`src/rtl/strobe_window_averager_pkg.sv`:
```
// Shared types and elaboration-time helpers for the strobe window averager.
package avg_pkg;

    typedef enum logic [1:0] {S_ACC, S_OUT, S_SKIP} state_t;

    function automatic int acc_w_f(input int data_w, input int log2_n);
        return data_w + log2_n;
    endfunction

    // A one-event window still needs a 1-bit counter port.
    function automatic int cw_f(input int period);
        return (period > 1) ? $clog2(period) : 1;
    endfunction

    function automatic bit params_ok(input int log2_n, input int period, input int sync_stages);
        return (log2_n >= 0) && (period >= (1 << log2_n)) && (sync_stages >= 2);
    endfunction

endpackage

```
`src/rtl/strobe_window_averager_edge_det.sv`:
```
// Synchroniser chain on an asynchronous strobe followed by a one-cycle rising-edge pulse.
module strobe_edge_det #(
    parameter int SYNC_STAGES = 2
) (
    input  logic clk,
    input  logic rst_n,
    input  logic strobe_in,
    output logic strobe_rise
);

    logic [SYNC_STAGES-1:0] sync_q;
    logic                   sync_q_d;

    always_ff @(posedge clk) begin
        if (!rst_n) begin
            sync_q   <= '0;
            sync_q_d <= 1'b0;
        end else begin
            sync_q   <= {sync_q[SYNC_STAGES-2:0], strobe_in};
            sync_q_d <= sync_q[SYNC_STAGES-1];
        end
    end

    assign strobe_rise = sync_q[SYNC_STAGES-1] & ~sync_q_d;

endmodule

```
`src/rtl/strobe_window_averager.sv`:
```
// Windowed strobe averager: mean of the first 2**LOG2_N samples of every PERIOD-event window.
// Optional min/max outputs are built when AVG_MINMAX_EN is defined.
module strobe_window_averager
    import avg_pkg::*;
#(
    parameter  int DATA_W      = 12,
    parameter  int LOG2_N      = 1,
    parameter  int PERIOD      = 10,
    parameter  int SYNC_STAGES = 2,
    localparam int CW          = cw_f(PERIOD)
) (
    input  logic              clk,
    input  logic              rst_n,
    input  logic              en,
    input  logic              clr,
    input  logic              strobe_in,
    input  logic [DATA_W-1:0] data_in,
    output logic [DATA_W-1:0] avg_out,
    output logic              avg_valid,
`ifdef AVG_MINMAX_EN
    output logic [DATA_W-1:0] min_out,
    output logic [DATA_W-1:0] max_out,
`endif
    output logic [CW-1:0]     win_cnt
);

    localparam int          ACC_W    = acc_w_f(DATA_W, LOG2_N);
    localparam int          N        = 1 << LOG2_N;
    localparam logic [CW-1:0] LAST   = CW'(PERIOD - 1);
    localparam logic [CW-1:0] LAST_S = CW'(N - 1);
    localparam bit          HAS_SKIP = (PERIOD > N);

    if (!params_ok(LOG2_N, PERIOD, SYNC_STAGES)) begin : g_bad_params
        $error("strobe_window_averager: need PERIOD >= 2**LOG2_N and SYNC_STAGES >= 2");
    end

    logic              strobe_rise;
    logic              ev;
    state_t            state, state_d;
    logic [ACC_W-1:0]  acc, acc_d;
    logic [CW-1:0]     win_d, win_inc;
    logic              out_ld;
    logic [ACC_W-1:0]  data_x;

    strobe_edge_det #(.SYNC_STAGES(SYNC_STAGES)) u_edge (
        .clk         (clk),
        .rst_n       (rst_n),
        .strobe_in   (strobe_in),
        .strobe_rise (strobe_rise)
    );

    assign ev      = strobe_rise & en & ~clr;
    assign win_inc = (win_cnt == LAST) ? '0 : win_cnt + CW'(1);
    assign data_x  = ACC_W'(data_in);

    always_ff @(posedge clk) begin
        if (!rst_n) state <= S_ACC;
        else        state <= state_d;
    end

    // S_OUT always completes in one cycle, even with en low: publishing the result is not an event.
    always_comb begin
        state_d = state;
        acc_d   = acc;
        win_d   = win_cnt;
        out_ld  = 1'b0;
        if (clr) begin
            state_d = S_ACC;
            acc_d   = '0;
            win_d   = '0;
        end else begin
            case (state)
                S_ACC: begin
                    if (ev) begin
                        acc_d = acc + data_x;
                        win_d = win_inc;
                        if (win_cnt == LAST_S) state_d = S_OUT;
                    end
                end
                S_OUT: begin
                    out_ld  = 1'b1;
                    acc_d   = '0;
                    state_d = HAS_SKIP ? S_SKIP : S_ACC;
                    if (ev) begin
                        win_d = win_inc;
                        if (!HAS_SKIP)            acc_d   = data_x;
                        else if (win_cnt == LAST) state_d = S_ACC;
                    end
                end
                S_SKIP: begin
                    if (ev) begin
                        win_d = win_inc;
                        if (win_cnt == LAST) state_d = S_ACC;
                    end
                end
                default: state_d = S_ACC;
            endcase
        end
    end

    always_ff @(posedge clk) begin
        if (!rst_n) begin
            acc       <= '0;
            win_cnt   <= '0;
            avg_out   <= '0;
            avg_valid <= 1'b0;
        end else begin
            acc       <= acc_d;
            win_cnt   <= win_d;
            avg_valid <= out_ld;
            if (out_ld) avg_out <= acc[ACC_W-1:LOG2_N];
        end
    end

`ifdef AVG_MINMAX_EN
    logic [DATA_W-1:0] run_min, run_max, run_min_d, run_max_d;

    // Running extremes restart at each S_OUT; a sample-0 event in S_OUT seeds the next window.
    always_comb begin
        run_min_d = run_min;
        run_max_d = run_max;
        if (clr || state == S_OUT) begin
            run_min_d = '1;
            run_max_d = '0;
        end
        if (ev && (state == S_ACC || (state == S_OUT && !HAS_SKIP))) begin
            if (data_in < run_min_d) run_min_d = data_in;
            if (data_in > run_max_d) run_max_d = data_in;
        end
    end

    always_ff @(posedge clk) begin
        if (!rst_n) begin
            run_min <= '1;
            run_max <= '0;
            min_out <= '1;
            max_out <= '0;
        end else begin
            run_min <= run_min_d;
            run_max <= run_max_d;
            if (out_ld) begin
                min_out <= run_min;
                max_out <= run_max;
            end
        end
    end
`endif

endmodule

```
`config.mk`:
```
export PLATFORM = sky130hd
export DESIGN_NAME = strobe_window_averager
export DESIGN_NICKNAME = d
export VERILOG_FILES = /design/src/rtl/strobe_window_averager_pkg.sv /design/src/rtl/strobe_window_averager_edge_det.sv /design/src/rtl/strobe_window_averager.sv
export SDC_FILE = /design/constraint.sdc
export NUM_CORES = 1
export LEC_CHECK = 0
export ABC_AREA = 1
export BUFFER_PORTS_ARGS = -buffer_cell sky130_fd_sc_hd__clkbuf_2
export CAP_MARGIN = 20
export CORE_ASPECT_RATIO = 0.75
export CORE_UTILIZATION = 53
export CTS_CLUSTER_DIAMETER = 200
export DETAILED_ROUTE_END_ITERATION = 10
export PLACE_DENSITY = 0.86
export RECOVER_POWER = 25
export SETUP_SLACK_MARGIN = 0.2
export SLEW_MARGIN = 5
export SYNTH_ARGS = -nofsm -noshare
export SYNTH_HDL_FRONTEND = slang
export SYNTH_SLANG_ARGS = --single-unit
export TNS_END_PERCENT = 100
```
`constraint.sdc`:
```
create_clock -name clk -period 4.3 [get_ports clk]
set_input_delay 0.645 -clock clk [delete_from_list [all_inputs] [get_ports clk]]
set_output_delay 0.645 -clock clk [all_outputs]
set_load 0.02 [all_outputs]
```
* Yosys cells after proc, flatten, opt, wreduce, memory -nomap -nowiden
Index checks and enable logic that the tools add are counted.
** Cells by class
- $add $sub $neg :: 2
- Eq/ne operators :: 8
- Muxes and demuxes :: 12
- Bitwise operators :: 6
- Reduce and logical (&&, ||, !) cells :: 7
** Operator list (number)
- 13-bit case mux with 2 select lines :: 1
- 13-bit by 12-bit adder with 13-bit output :: 1
- 13-bit two-way mux :: 1
- 2-bit two-way mux :: 6
- 2-bit != test, second input constant :: 4
- 2-bit case mux with 3 select lines :: 1
- 4-bit by 1-bit adder with 4-bit output, second input constant :: 1
- 4-bit by 1-bit == test with 1-bit output, second input constant :: 1
- 4-bit == test, second input constant :: 1
- 4-bit two-way mux :: 1
- 2-bit AND reduction :: 2
- 4-bit AND reduction :: 1
- 1-bit bitwise AND :: 3
- 1-bit inverter :: 3
- 3-bit OR reduction :: 1
- 2-bit by 1-bit == test with 1-bit output, second input constant :: 1
- 2-bit == test, second input constant :: 1
- 2-bit logical NOT :: 1
- 1-bit two-way mux :: 2
- 2-bit nonzero test :: 1
- 2-bit OR reduction :: 1
** Word-level totals
- Register bits after elaboration :: 35
- Input port bits :: 17
- Output and inout port bits :: 17
- Logic and storage cells :: 42

* Longest topological paths before layout
- Depth in word-level cells :: 6
- Gate-level depth with buffers :: 13
- Gate-level depth less buffers :: 13

* Modules after synthesis
From an unflattened synthesis, not the netlist that was laid out.
** Second synthesis, totals
- Cells, all modules :: 298
- Area total of the unflattened synthesis :: 2006.9 sq um
** By module, submodules not included
- strobe_window_averager :: times used 1, cells each 287, area each 1914.3 sq um, seq. area each 640.6 sq um
- strobe_edge_det :: times used 1, cells each 11, area each 92.6 sq um, seq. area each 60.1 sq um

* Least setup slack after synthesis
Ideal clock, no wire load.
- Path kind :: input port to flip-flop
- Start :: input port data_in[0]
- End :: register acc[12]
- Setup time :: 0.115 ns
- Data arrival time :: 1.869 ns
- Data required time :: 4.185 ns
- Slack :: 2.316 ns
- Cell stages on the path :: 13
- Buffers on the path :: 0
- Cell sequence :: ha_1 -> inv_1 -> fa_1 -> inv_1 -> nand3_1 -> nand3_1 -> nand2_1 -> nand2_1 -> nand2_1 -> nand2_1 -> nand3_1 -> nand2_1 -> nor2_1
** On the way
- Longest elaborated chain between the ends :: 3
** RTL lines
- start: declaration :: line strobe_window_averager.sv:17 : input logic [DATA_W-1:0] data_in,
- 13-bit by 12-bit adder with 13-bit output :: line strobe_window_averager.sv:75 : acc_d = acc + data_x;
- 13-bit two-way mux :: line strobe_window_averager.sv:74 : if (ev) begin
- 13-bit case mux with 2 select lines :: line strobe_window_averager.sv:72 : case (state)
- end signal: assignment :: line strobe_window_averager.sv:103 : acc <= '0;
- end signal: assignment :: line strobe_window_averager.sv:108 : acc <= acc_d;
- end: declaration :: line strobe_window_averager.sv:40 : logic [ACC_W-1:0] acc, acc_d;
No other way between the ends. The select of a mux whose other input is x is not followed.
A chain may end at the register's enable or synchronous reset.

* Worst setup path in the final report
- Start :: input port rst_n
- End :: register state[0]
** On the way
- Longest elaborated chain between the ends :: 2
** RTL lines
- start: declaration :: line strobe_window_averager.sv:13 : input logic rst_n,
- 1-bit inverter (no source line)
- 2-bit OR reduction (no source line)
- end signal: assignment :: line strobe_window_averager.sv:58 : else state <= state_d;
- end: declaration :: line strobe_window_averager.sv:39 : state_t state, state_d;
No other way between the ends.

==> flow_summary.toml <==
[setup_path]
worst_setup_path_start_kind = "input port"
r2r_slack_ns = 2.46
crit_path_max_incr_delay_ns = 0.58
critical_path_class = "input port to register"
crit_chain = "clkbuf_1 -> inv_1 -> nor2_1 -> inv_1 -> a2111oi_2"
timing.rr.start = "acc[0]"
ff2ff_path_depth = 13
critPathRequiredTime_ns = 4.49
slowest_stage = "clkbuf_1"
arrival_ns = 2.35
r2r_end = "acc[12]"
worstPathMaxFanout = 16
endpoint_kind = "register"
cp_common_cell = "inv_1"

[timing]
max-slew-margin-rel_pct = 42.05
setup_viol = 0
worst_pin_slew_ns = 0.8661
skew_ns = 0.006236
slew_viol_final = 0
max_freq_mhz = 462.0
hold_violations = 0
setup_tns_ns = 0
rsz0062_at_grt = "false"
fin_crit_sh_pct = 50.34
period_minus_slack_ns = 2.165

[pwr]
ir_worst_vdd_mv = 0.2457
leakage_nw = 1.045
sw_frac_of_total_pct = 23.61
seq_power_share_pct = 55.1
p_int_mw = 0.4533
clkPwrFrac_pct = 36.3
p_comb_share_pct = 8.6
switchingPower_mw = 0.1401
power.density_nw_per_um2 = 262.4

[global_route]
grt_pass1_vias = 1746
antenna_found_initial = 0
grt_max_degree = 25
grt_pass1_wl_mm = 7.445
grt_overflow_total = 0
grt.total_usage_pct = 23.57

[cts]
ctsResizeCount = 0
cts_sinks = 35
cts_hold_buffers = 0
cts_buffers = 5
cts_root_buffer = "clkbuf_8"
cts_buffer_depth = 2
clk_pin_slew_ns = 0.07
insertion_delay_ns = 0.28
cts_max_level = 2
postCtsSetupBuffers = 0
cts_tree = "done"

[status]
status = "finished, final reports clean"

[placed_design]
hpwlAfterDp_mm = 3.442
place.gp.congestion = 0.8962
port_buffers = 33

[yosys]
avgSynthCellArea_um2 = 6.863
synth_top_area_share_pct = 34.61
synth_seq_cells = 35
synthCells = 295
synth-seq-area-share_pct = 34.61
synth-warning-count = 0
synth.distinct_cells = 24
synth_area_leaders = "dfxtp_1 35%, nand2_1 13%, inv_1 9.5%"
syn_nets = 325
syn_area_um2 = 2024
yosys.area.top_type = "dfxtp_1"

[die]
num_rows = 19
dieArea_um2 = 4074
die_x_um = 73.37
core_area_um2 = 3661
dieHeight_um = 55.53
start_util_pct = 55.30
io_pins = 34

[route]
via_count = 2007
ant_nets = 0
wl_per_cell_um = 11.84
drt_pass1_iterations = 5
drc = 0
drt_iter0_drc = 183
routed_wl_mm = 4.488
via_per_inst = 5.296

[min_path]
min-delay-start = "u_edge.sync_q[0]"
min_to = "u_edge.sync_q[1]"
hold_path_class = "register to register"
holdPathStages = 2

[final_layout]
finish.utilization_pct = 61.76
multi_input_area_um2 = 1072
ff_latch_area_um2 = 700.7
diodes = 0
final_nets = 358
fillers = 368
layout-drive-gt1-share_pct = 13.46
syn2layout_area_growth_pct = 11.68

[flow_run]
cap_violations = 0
[sequential cells by signal (all words and copies together) (netlist names)]
| name | cells |
|---|---|
| u_edge.sync_q_d | 1 |
| acc | 13 |
| avg_out | 12 |
| avg_valid | 1 |
| state | 2 |
| u_edge.sync_q | 2 |
| win_cnt | 4 |
[how the worst max path moves through the flow]
| stage | startpoint | end | slack, ns | cells past startpoint |
|---|---|---|---|---|
| 2_1_floorplan | data_in[0] | acc[12] | 2.32 | 13 |
| 3_3_place_gp | data_in[0] | acc[12] | 2.14 | 14 |
| 3_5_place_dp | data_in[0] | acc[12] | 2.07 | 14 |
| 4_1_cts | data_in[0] | acc[12] | 2.35 | 14 |
| 5_1_grt | rst_n | state[0] | 1.89 | 5 |
| 6_report | rst_n | state[0] | 2.14 | 5 |
[critical path: cells and delay by family]
family	cells	cell delay, ns
AOI/OAI and AO/OA	1	0.39
buffers and inverters	3	1.00
and+or+nand+nor	1	0.32
[stage by stage]
| step | hold slack (ns) | setup WS [ns] | total power, mW | area [µm²] | std cells |
|---|---|---|---|---|---|
| after global placement | 0.4026 | 2.135 | 0.3828 | 2202 | 373 |
| final | 0.4187 | 2.135 | 0.5933 | 2261 | 379 |
| after detailed placement | 0.4071 | 2.069 | 0.3843 | 2202 | 373 |
| after global routing | 0.4423 | 1.885 | 0.6124 | 2261 | 379 |
| after floorplan | 0.3905 | 2.316 | 0.3681 | 2024 | 295 |
| after CTS | 0.4229 | 2.350 | 0.5937 | 2275 | 379 |
[layout by cell type (no fill, tap or decap), types with 9 or more instances in the layout]
cell type  Yosys  final
a21oi_1       34     34
clkbuf_1       0     12
clkbuf_2       0     22
dfxtp_1       35     35
ha_1          12     12
inv_1         51     51
nand2_1       70     70
nand3_1       23     23
nor2_1        18     18
o21ai_0       11     11
o21ai_2        9      9
[area by class of cell]
type / count / share of cell area, %
inverter: 53 / 8.799
clock buffer: 6 / 3.210
sequential: 35 / 30.99
tap: 52 / 2.878
timing repair buffer: 33 / 6.696
multi-input combinational: 200 / 47.43
[power groups by stage]
stage | sequential, mW | clock [mW] | combinational, mW
final | 0.327 | 0.215 | 0.0510
after global routing | 0.327 | 0.228 | 0.0575
after CTS | 0.327 | 0.216 | 0.0504
after detailed placement | 0.334 | 0 | 0.0500
after global placement | 0.334 | 0 | 0.0485
after floorplan | 0.334 | 0 | 0.0340
[synth_stat cells]
cell type / number
nand4_1: 6
nand3b_1: 2
buf_6: 3
buf_2: 3
nand2_1: 70
nor2_1: 18
ha_1: 12
a2111oi_2: 1
buf_1: 1
nor3_1: 4
nand3_2: 1
a21oi_1: 34
inv_2: 2
or2_1: 1
xor2_1: 1
inv_1: 51
nor2_2: 1
nand3_1: 23
o211ai_1: 2
or2_2: 3
o21ai_0: 11
dfxtp_1: 35
o21ai_2: 9
fa_1: 1
[cells by family (layout without fill, tap and decap cells)]
| family | Yosys count | count (layout) | share of synthesized area, % |
|---|---|---|---|
| DFF | 35 | 35 | 34.61 |
| buffers and inverters | 60 | 92 | 12.42 |
| adders and majority gates | 13 | 13 | 8.405 |
| xor gates and xnor gates | 1 | 1 | 0.4327 |
| AOI/OAI and AO/OA | 57 | 57 | 16.50 |
| and+or+nand+nor | 129 | 129 | 27.63 |
[layer usage]
| metal | global-route usage, % | share of wire (%) |
|---|---|---|
| met2 | 36.38 | 44 |
| met5 | 0 | 0 |
| met3 | 5.839 | 7.0 |
| met4 | 6.593 | 1.2 |
| met1 | 32.68 | 47 |
No activity file was read; power rests on OpenSTA's default activity.
